$ cat config.mk
export PLATFORM = sky130hd
export DESIGN_NAME = multicycle_sequencer
export DESIGN_NICKNAME = d
export VERILOG_FILES = /design/src/rtl/multicycle_sequencer.sv
export SDC_FILE = /design/constraint.sdc
export NUM_CORES = 1
export LEC_CHECK = 0
export ABC_AREA = 1
export CAP_MARGIN = 0
export CORE_AREA = 2 2 39 41
export DETAILED_ROUTE_END_ITERATION = 8
export DIE_AREA = 0 0 41 43
export HOLD_SLACK_MARGIN = 0.12
export PLACE_DENSITY = 0.66
export RECOVER_POWER = 50
export SETUP_SLACK_MARGIN = 0.1
export SLEW_MARGIN = 10
export SYNTH_ARGS = -nofsm -noshare
export SYNTH_HDL_FRONTEND = slang
export SYNTH_SLANG_ARGS = --single-unit
$ cat constraint.sdc
create_clock -name clk -period 1.15 [get_ports clk]
set_input_delay 0.1725 -clock clk [delete_from_list [all_inputs] [get_ports clk]]
set_output_delay 0.1725 -clock clk [all_outputs]
set_load 0.02 [all_outputs]
$ cat src/rtl/multicycle_sequencer.sv
// multicycle_sequencer
// Steps each rv32i instruction through FETCH, DECODE, EXEC, optional MEM and
// WB over one shared instruction/data memory port. It also produces
// single-cycle write/enable strobes for PC, IR, MDR, register file and CSRs.
//
// Ports
//   clk, rst_n    : clock, synchronous active-low reset
//   op_code       : opcode field of the instruction register
//   dec_reg_w     : decoder register-write request
//   dec_csr_w     : decoder CSR-write request
//   dec_jump      : decoder jump selector (already masked for CSR ops)
//   dec_branch    : decoder branch-taken (branch AND ALU flag)
//   mem_ack       : memory completes the current request this cycle
//   mem_req       : memory request, held until acked
//   mem_we        : store request, meaningful only with mem_req
//   mem_addr_s    : address select, 0 = PC, 1 = ALU result
//   ir_en, md_en  : load IR / memory-data register
//   pc_en, pc_src : PC update strobe and next-PC select
//   reg_w_en      : register file write strobe
//   csr_w_en      : CSR write strobe
//   illegal_op    : one-cycle pulse in DECODE for an unrecognised opcode
//   retired       : one-cycle pulse in WB
//   state         : current FSM state, for debug
//
// Memory handshake: a transfer completes on a rising edge where mem_req and
// mem_ack are both 1. mem_req is held with mem_we/mem_addr_s stable until that
// edge; mem_ack while mem_req is 0 is ignored. A reset may withdraw mem_req
// without an ack, abandoning the access.
module multicycle_sequencer (
  input  logic       clk,
  input  logic       rst_n,
  input  logic [6:0] op_code,
  input  logic       dec_reg_w,
  input  logic       dec_csr_w,
  input  logic [1:0] dec_jump,
  input  logic       dec_branch,
  input  logic       mem_ack,
  output logic       mem_req,
  output logic       mem_we,
  output logic       mem_addr_s,
  output logic       ir_en,
  output logic       md_en,
  output logic       pc_en,
  output logic [1:0] pc_src,
  output logic       reg_w_en,
  output logic       csr_w_en,
  output logic       illegal_op,
  output logic       retired,
  output logic [2:0] state
);

  typedef enum logic [2:0] {
    S_IDLE   = 3'd0,
    S_FETCH  = 3'd1,
    S_DECODE = 3'd2,
    S_EXEC   = 3'd3,
    S_MEM    = 3'd4,
    S_WB     = 3'd5
  } state_e;

  state_e state_q, state_d;
  logic   illegal_q, illegal_d;
  logic   op_legal;
  logic   is_load;
  logic   is_store;

  assign is_load  = (op_code == 7'b0000011);
  assign is_store = (op_code == 7'b0100011);

  always_comb begin
    op_legal = 1'b0;
    case (op_code)
      7'b0110011, 7'b0010011, 7'b0000011, 7'b0100011, 7'b1100011,
      7'b1101111, 7'b1100111, 7'b0110111, 7'b0010111, 7'b1110011:
        op_legal = 1'b1;
      default: op_legal = 1'b0;
    endcase
  end

  always_ff @(posedge clk) begin
    if (!rst_n) begin
      state_q   <= S_IDLE;
      illegal_q <= 1'b0;
    end else begin
      state_q   <= state_d;
      illegal_q <= illegal_d;
    end
  end

  always_comb begin
    state_d    = state_q;
    illegal_d  = illegal_q;
    mem_req    = 1'b0;
    mem_we     = 1'b0;
    mem_addr_s = 1'b0;
    ir_en      = 1'b0;
    md_en      = 1'b0;
    pc_en      = 1'b0;
    pc_src     = 2'b00;
    reg_w_en   = 1'b0;
    csr_w_en   = 1'b0;
    illegal_op = 1'b0;
    retired    = 1'b0;

    case (state_q)
      S_IDLE: state_d = S_FETCH;

      S_FETCH: begin
        mem_req = 1'b1;
        ir_en   = mem_ack;
        if (mem_ack) state_d = S_DECODE;
      end

      S_DECODE: begin
        // The flag is latched here so the later states see a stable verdict
        // for the whole instruction.
        illegal_d  = ~op_legal;
        illegal_op = ~op_legal;
        state_d    = S_EXEC;
      end

      S_EXEC: begin
        if ((is_load || is_store) && !illegal_q) state_d = S_MEM;
        else                                     state_d = S_WB;
      end

      S_MEM: begin
        mem_req    = 1'b1;
        mem_addr_s = 1'b1;
        mem_we     = is_store;
        md_en      = mem_ack & is_load;
        if (mem_ack) state_d = S_WB;
      end

      S_WB: begin
        pc_en   = 1'b1;
        retired = 1'b1;
        // Illegal instructions retire as a NOP: sequential PC, no writes.
        if (!illegal_q) begin
          if (dec_jump != 2'b00) pc_src = dec_jump;
          else if (dec_branch)   pc_src = 2'b01;
          reg_w_en = dec_reg_w;
          csr_w_en = dec_csr_w;
        end
        state_d = S_FETCH;
      end

      default: state_d = S_IDLE;
    endcase
  end

  assign state = state_q;

endmodule

==> results of run 1 <==
kinds of logic after synthesis:
group | count (synthesis)
flip-flops | 4
AND/OR/NAND/NOR | 35
AO/OA/AOI/OAI | 6
buffers and inverters | 19
layer usage:
metal,up-vias,share of wire (%),track usage [%]
met1,270,32,15.5
met3,2,7.8,1.57
li1,299,-,-
met2,27,59,32.5
met5,-,0,0
met4,0,0.69,8.00
layout make-up:
class	count	share of cell area, %
multi-input combinational	41	35.2
inverter	18	7.26
sequential	4	8.89
clock buffer	4	2.63
timing repair buffer	49	44.1
tap	16	2.00
sequential cells by signal, summed over array words and instances (netlist names):
register   count
illegal_q      1
state          3
what timing repair did:
action,in CTS,in global routing
resized for setup,109,18
cloned,0,0
pin swaps,8,8
endpoints found under the setup margin,18,16
buffers inserted,3,3
power breakdown:
group	total [mW]	leakage, nW	internal (mW)	switching [mW]
logic	0.430	0.462	0.214	0.216
registers	0.174	0.0345	0.156	0.0173
clock network	0.195	0.0150	0.131	0.0648
total	0.799	0.511	0.501	0.298
metrics by stage:
step / cells / power [mW] / setup TNS [ns] / worst slack (ns) / util, %
6_report: 132 / 0.799 / -1.73 / -0.198 / 72.2
5_1_grt: 132 / 0.840 / -2.38 / -0.252 / 72.2
4_1_cts: 132 / 0.770 / -1.88 / -0.208 / 69.7
3_5_place_dp: 125 / 0.533 / -6.97 / -0.818 / 63.3
3_3_place_gp: 125 / 0.528 / -6.81 / -0.796 / 63.3
2_1_floorplan: 64 / 0.326 / -0.517 / -0.139 / -
worst max-delay path by stage:
stage                    start        end  slack, ns  cells past startpoint
detailed placement  op_code[0]      md_en      -0.82                      6
global route          state[0]  pc_src[0]      -0.25                      5
finish                state[0]  pc_src[0]      -0.20                      5
floorplan             state[2]   csr_w_en      -0.14                      4
global placement    op_code[3]      md_en      -0.80                      5
CTS                   state[0]  pc_src[0]      -0.21                      5
Yosys cell counts:
cell and number:
nor3_2 2, a21oi_2 1, nand2_2 2, nor2_1 7, a21oi_1 4, nor4_1 1
nand2_1 14, dfxtp_1 4, nor3_1 2, nand3_1 4, buf_4 1, inv_1 14
nand3_2 3, inv_2 4, o21ai_0 1
critical path, cell delays in order, from the launching register on:
cell and delay (ns):
dfxtp_2 0.34, inv_4 0.05, nor3_4 0.21, nand2_4 0.13
nor2_4 0.10, buf_6 0.12
==> results.toml, run 1 <==
[run_status]
status = "finished with violations"
violations = "negative setup slack"

[timing]
fin_skew_ns = 0.0112
setup_viol = 12
hold_ws_ns = 0.592
post-route-period-util_pct = 117
tightest_slew_ns = 0.228
drv_slew = 0
setup_ws_ns = -0.198
max_slew_margin_pct = 84.8
rsz0062_at_grt = "yes"
finalHoldViolations = 0
fmax_ghz = 0.742
min_period_ns = 1.35

[logic_synthesis]
synthesis.nets = 79
synth_top_area_cell = "dfxtp_1"
ys_types = 15
ys_ff_latch = 4
syn_avg_cell_area_um2 = 5.73
synth_area_leaders = "dfxtp_1, inv_1, nand2_1, nand3_2, nor2_1"
ys_seq_area_share_pct = 21.8
ys_warn_count = 0
syn_area_um2 = 367
synth_xor_area_share_pct = 0
postSynthCellCount = 64
synth_mux_area_share_pct = 0
synth_top_area_share_pct = 21.8
synthSimpleGateAreaFrac_pct = 48.5
synth_top_family_by_area = "simple AND/OR/NAND/NOR gates"
synth-compound-area-share_pct = 9.22
synthAdderAreaFrac_pct = 0

[final_layout]
final_area_um2 = 1000
regArea_um2 = 88.8
fillCellCount = 109
final_cell_mix = "buf_6, buf_4, inv_1"
layout.nets = 132
syn_to_final_growth_pct = 173
n_antenna_cell = 0
drive_gt1_share_pct = 64.7
multi_input_area_um2 = 352

[critical_path]
cp.required_ns = 0.98
end_kind = "output port"
r2r_cells = 8
crit_type = "reg2out"
rrSetupSlack_ns = 0.02
worstPathArrival_ns = 1.18
cp-start-kind = "flip-flop"
reg2reg_to = "state[1]"
cp_max_fo = 4
reg2reg_from = "state[2]"

[run]
drv_cap = 0

[cts]
cts.sinks = 4
clk_latency_ns = 0.24
clkTransAtPathRegs_ns = 0.05
cts_tree = "done"
cts_buffer_depth = 2
ctsHoldBuffers = 0
h-tree-depth = 1
cts_inserted_buffers = 3
cts_root_buf = "clkbuf_4"

[floorplanning]
io_pins = 30
core_um2 = 1380
dieArea_um2 = 1760
initial_core_util_pct = 26.5
die_y_um = 43
die_x_um = 41
rows = 14

[power_and_ir_drop]
ir_drop_uv = 568
p_per_area_nw_per_um2 = 799
leakagePower_nw = 0.511

[routing]
initialDrtViolationCount = 6
antenna_left = 0
drt_pass1_iterations = 2
drt-total-wl_um = 1450
route.detailed.drc = 0
wire_per_inst_um = 11.0
routed_via_density = 4.53
vias = 598

[worst_hold_path]
hold_start = "op_code[3]"
hp-class = "in2reg"
hold_depth = 10
hold_end = "illegal_q"

[grt]
grt_usage_pct = 16.8
grt_pass1_vias = 565
antenna_found_initial = 0
grt_pass1_wl_um = 2040
grt_max_degree = 5
overflow = 0

[place]
placed_cell_area_um2 = 876
routabilityCongestion = 0.800
place_hpwl_um = 994
io_buffer_count = 29
No activity file was read; power rests on OpenSTA's default activity.
==> run 2, diff against run 1 <==
--- a/config.mk
+++ b/config.mk
@@ -18,3 +18,4 @@
 export SYNTH_ARGS = -nofsm -noshare
 export SYNTH_HDL_FRONTEND = slang
 export SYNTH_SLANG_ARGS = --single-unit
+export TNS_END_PERCENT = 20
==> constraint.sdc (replaced) <==
create_clock -name clk -period 1.15 [get_ports clk]
set_input_delay 0.1725 -clock clk [delete_from_list [all_inputs] [get_ports clk]]
set_output_delay 0.1725 -clock clk [all_outputs]
set_load 0.1 [all_outputs]
==> run 2 against run 1 <==
Wire length up 19%; clock power about the same; flip-flop and latch count did not move; via count rose by 5.4%; critical path depth shrank 1; sequential share of layout area down 0.86 points; final area up 14%; the flow still finishes with violations (negative setup slack); sequential power up 5%; register-to-register slack better by 0.02 ns; die area stayed put; global-route usage up 6.1 points; largest power group unchanged.
==> results.toml, run 2 (synthesis results as in run 1) <==
[power_and_ir_drop]
leakagePower_nw = 0.547
netSwitchingPower_mw = 0.506
clockPowerShare_pct = 18.4
switching_share_pct = 48.2
power_frac_seq_pct = 17.3
p_int_mw = 0.545
p_per_area_nw_per_um2 = 923
comb_power_share_pct = 64.3
ir_drop_uv = 1100

[critical_path]
reg2reg_to = "state[0]"
startpoint = "state[0]"
r2r_cells = 6
slowest_delay_ns = 0.35
reg2reg_from = "state[2]"
end_kind = "output port"
rrSetupSlack_ns = 0.04
worst_path_max_delay_cell = "dfxtp_4"
worstSetupEndpoint = "md_en"
path_cells = "inv_6 -> nand3_4 -> nor4_4 -> buf_12"
cp_max_fo = 4
worstPathArrival_ns = 1.29
crit_type = "reg2out"
cp.required_ns = 0.98
cp-start-kind = "flip-flop"

[grt]
grt_usage_pct = 22.9
grt_pass1_wl_um = 2660
grt_pass1_vias = 674
overflow = 0
antenna_found_initial = 0
grt_max_degree = 6

[run_status]
status = "finished with violations"
violations = "negative setup slack"

[floorplanning]
io_pins = 30
die_y_um = 43
die_x_um = 41
rows = 14
core_um2 = 1380
initial_core_util_pct = 26.5
dieArea_um2 = 1760

[timing]
drv_slew = 0
fin_setup_tns_ns = -2.98
hold_ws_ns = 0.455
post-route-period-util_pct = 127
setup_viol = 12
tightest_slew_ns = 0.266
fmax_ghz = 0.686
rsz0062_at_grt = "yes"
fin_skew_ns = 0.00558
setup_ws_ns = -0.308
min_period_ns = 1.46
finalHoldViolations = 0
max_slew_margin_pct = 82.1

[place]
routabilityCongestion = 0.775
place_hpwl_um = 1150
io_buffer_count = 29
dp.cells = 124
pre_cts_ws_ns = -0.505

[cts]
cts_buffer_depth = 2
cts_tree = "done"
cts.sinks = 4
clk_latency_ns = 0.25
h-tree-depth = 1
cts_inserted_buffers = 3
clkTransAtPathRegs_ns = 0.04
cts_root_buf = "clkbuf_4"
ctsHoldBuffers = 0

[final_layout]
regArea_um2 = 91.3
n_antenna_cell = 0
drive_gt1_share_pct = 65.5
final_common_cell = "buf_4"
layout.nets = 136
syn_to_final_growth_pct = 211
largest_register_ffs = 3
fillCellCount = 87
fin_util_pct = 82.3
multi_input_area_um2 = 332
instances_no_fill = 135
final_cell_mix = "buf_4, buf_12, inv_1"

[routing]
initialDrtViolationCount = 13
route.detailed.drc = 0
drt_pass1_iterations = 4
drt-total-wl_um = 1730
antenna_left = 0
wire_per_inst_um = 12.8
vias = 630
routed_via_density = 4.67

[run]
drv_cap = 0

[worst_hold_path]
hp-class = "in2reg"
-- run 2: cell count changes in the layout (fill, tap and decap cells not counted), moves of 2 or more --
cell | previous run | this run
buf_6 | 17 | 1
buf_12 | 0 | 15
buf_4 | 17 | 23
clkbuf_2 | 2 | 5
a21oi_1 | 2 | 4
a21oi_2 | 3 | 1
buf_2 | 3 | 1
dlygate4sd2_1 | 3 | 1
inv_2 | 4 | 2
nand2_1 | 9 | 11
nand2_4 | 4 | 2
-- run 2: layer usage --
layer / global-route usage (%) / vias up / share of wire [%]
met3: 4.71 / 3 / 7.4
li1: - / 306 / -
met1: 20.6 / 285 / 32
met5: 0 / - / 0
met4: 14.0 / 0 / 1.8
met2: 41.9 / 36 / 59
-- run 2: worst min-delay path by stage --
| stage | start | to | slack [ns] | cells past startpoint |
|---|---|---|---|---|
| after floorplan | rst_n | state[1] | 0.29 | 2 |
| after global placement | illegal_q | illegal_q | 0.47 | 2 |
| after detailed placement | illegal_q | illegal_q | 0.47 | 2 |
| after CTS | illegal_q | illegal_q | 0.48 | 2 |
| after global routing | op_code[6] | illegal_q | 0.48 | 6 |
| final | op_code[6] | illegal_q | 0.45 | 6 |
-- run 2: timing repair --
item | 4_1_cts | 5_1_grt
setup endpoints to repair | 18 | 18
hold endpoints to repair | 0 | 0
buffers inserted | 5 | 3
gates resized for setup | 26 | 14
pin swaps | 8 | 9
-- run 2: cell type report --
class	count	share of cell area, %
multi-input combinational	41	29.1
tap	16	1.76
inverter	18	7.03
sequential	4	8.02
timing repair buffer	53	52.1
clock buffer	3	1.98
-- run 2: worst max-delay path: cells and delay by family, from the launching register on --
family	cells	cell delay [ns]
simple gates	2	0.39
flops	1	0.35
buf+inv	2	0.28
-- run 2: per-stage QoR --
step / cell area [um2] / power, mW
floorplan: 442 / 0.509
global placement: 1010 / 0.773
detailed placement: 1010 / 0.783
CTS: 1110 / 1.02
global route: 1140 / 1.08
finish: 1140 / 1.05
-- run 2: power groups by stage --
stage               registers, mW  logic [mW]  clock network, mW
finish                      0.182       0.676              0.193
global route                0.185       0.703              0.194
CTS                         0.178       0.648              0.190
detailed placement          0.177       0.605                  0
global placement            0.176       0.596                  0
floorplan                   0.262       0.247                  0
==> run 3, diff against run 2 <==
--- a/config.mk
+++ b/config.mk
@@ -14,6 +14,7 @@
 export PLACE_DENSITY = 0.66
 export RECOVER_POWER = 50
 export SETUP_SLACK_MARGIN = 0.1
+export SKIP_CTS_REPAIR_TIMING = 1
 export SLEW_MARGIN = 10
 export SYNTH_ARGS = -nofsm -noshare
 export SYNTH_HDL_FRONTEND = slang
==> run 3 against run 2 <==
The flow still finishes with violations (negative setup slack); sequential share of layout area unchanged; global-route usage decreased by 4.2 points; clock-buffer cell count unchanged; wire length decreased by 9.8%; clock skew about the same; register-to-register slack hardly changed; sequential power hardly changed; power decreased by 1.7%; combinational power shrank 2%; via count decreased by 5.6%; core utilization unchanged; non-clock buffer count down 5; critical path type is now in2out; critical endpoint unchanged; largest power group unchanged.
==> results.toml, run 3 (synthesis results as in run 1) <==
[run_status]
status = "finished with violations"
violations = "negative setup slack"

[final_layout]
fin_util_pct = 82.3
final_cell_mix = "buf_4, buf_12, inv_1"
fillCellCount = 81
syn_to_final_growth_pct = 211
final_area_um2 = 1140
instances_no_fill = 130
n_antenna_cell = 0
layout.nets = 131
final_common_cell = "buf_4"
drive_gt1_share_pct = 60.5
largest_register_ffs = 3

[place]
dp.cells = 124
routabilityCongestion = 0.775
io_buffer_count = 29
place_hpwl_um = 1150
placed_cell_area_um2 = 1010

[routing]
drt_pass1_iterations = 4
wire_per_inst_um = 12.0
antenna_left = 0
initialDrtViolationCount = 9
drt-total-wl_um = 1560
vias = 595
top_layer = "met4"
met3_length_um = 137
wl_met1_um = 495
route.detailed.drc = 0
met2_length_um = 896
routed_via_density = 4.58

[timing]
finalHoldViolations = 0
max_slew_margin_pct = 82.1
tightest_slew_ns = 0.267
rsz0062_at_grt = "yes"
post-route-period-util_pct = 127
setup_ws_ns = -0.305
min_period_ns = 1.46
drv_slew = 0
setup_viol = 12
fin_skew_ns = 0.00591
hold_ws_ns = 0.488
fmax_ghz = 0.687

[cts]
clkTransAtPathRegs_ns = 0.04
cts_buffer_depth = 2
cts_root_buf = "clkbuf_4"
cts_inserted_buffers = 3
clk_latency_ns = 0.25
h-tree-depth = 1
cts.sinks = 4
cts_tree = "done"

[power_and_ir_drop]
total_power_mw = 1.03
leakagePower_nw = 0.560
ir_drop_uv = 1080
p_per_area_nw_per_um2 = 907

[critical_path]
r2r_cells = 7
cp_max_fo = 3
cp.required_ns = 0.98
worstPathArrival_ns = 1.28
crit_type = "in2out"
end_kind = "output port"
cp-start-kind = "primary input"

[floorplanning]
initial_core_util_pct = 26.5
dieArea_um2 = 1760
die_x_um = 41
rows = 14
io_pins = 30
die_y_um = 43
core_um2 = 1380

[grt]
grt_pass1_vias = 584
grt_pass1_wl_um = 2150
grt_max_degree = 7
antenna_found_initial = 0
grt_usage_pct = 18.8
overflow = 0

[worst_hold_path]
hp-class = "reg2reg"
hold_depth = 2

[run]
drv_cap = 0
==> run 3: cell types whose count changed in the layout (fill, tap and decap cells not counted), sizes merged <==
| cell | before | now |
|---|---|---|
| buf | 40 | 36 |
| clkbuf | 8 | 4 |
| dlygate4sd2 | 1 | 0 |
| dlymetal6s2s | 0 | 4 |
==> run 3: area by class of cell <==
cell class | count | area, um2 | area share (%)
Multi-Input combinational cell | 41 | 327 | 28.7
Timing Repair Buffer | 48 | 598 | 52.5
Tap cell | 16 | 20.0 | 1.76
Inverter | 18 | 80.1 | 7.03
Clock buffer | 3 | 22.5 | 1.98
Sequential cell | 4 | 91.3 | 8.02
==> run 3: stage by stage <==
stage          setup WS, ns  TNS [ns]
2_1_floorplan         -1.27    -12.11
3_3_place_gp         -0.454     -2.22
3_5_place_dp         -0.505     -2.50
4_1_cts              -0.511     -4.13
5_1_grt              -0.375     -3.54
6_report             -0.305     -2.86
==> run 3: worst paths after layout <==
check | endpoint | slack (ns) | from
worst max register to register | state[0] | 0.03 | state[1]
worst min register to register | illegal_q | 0.49 | illegal_q
worst max-delay path | md_en | -0.31 | mem_ack
worst min-delay path | illegal_q | 0.49 | illegal_q
==> run 3: critical path, stage by stage <==
cell and delay, ns:
clkdlybuf4s50_1 0.45, inv_1 0.11, nor4_4 0.33, buf_12 0.21
==> run 3: per-layer routing <==
layer / global-route usage [%] / vias to the layer above
met5: 0 / -
met4: 14.0 / 0
met3: 4.71 / 3
met2: 34.4 / 35
met1: 15.1 / 263
li1: - / 294
==> run 3: report_power, final <==
part           switching (mW)  internal, mW
clock                  0.0738         0.118
sequential             0.0247         0.157
combinational           0.395         0.265
total                   0.493         0.540
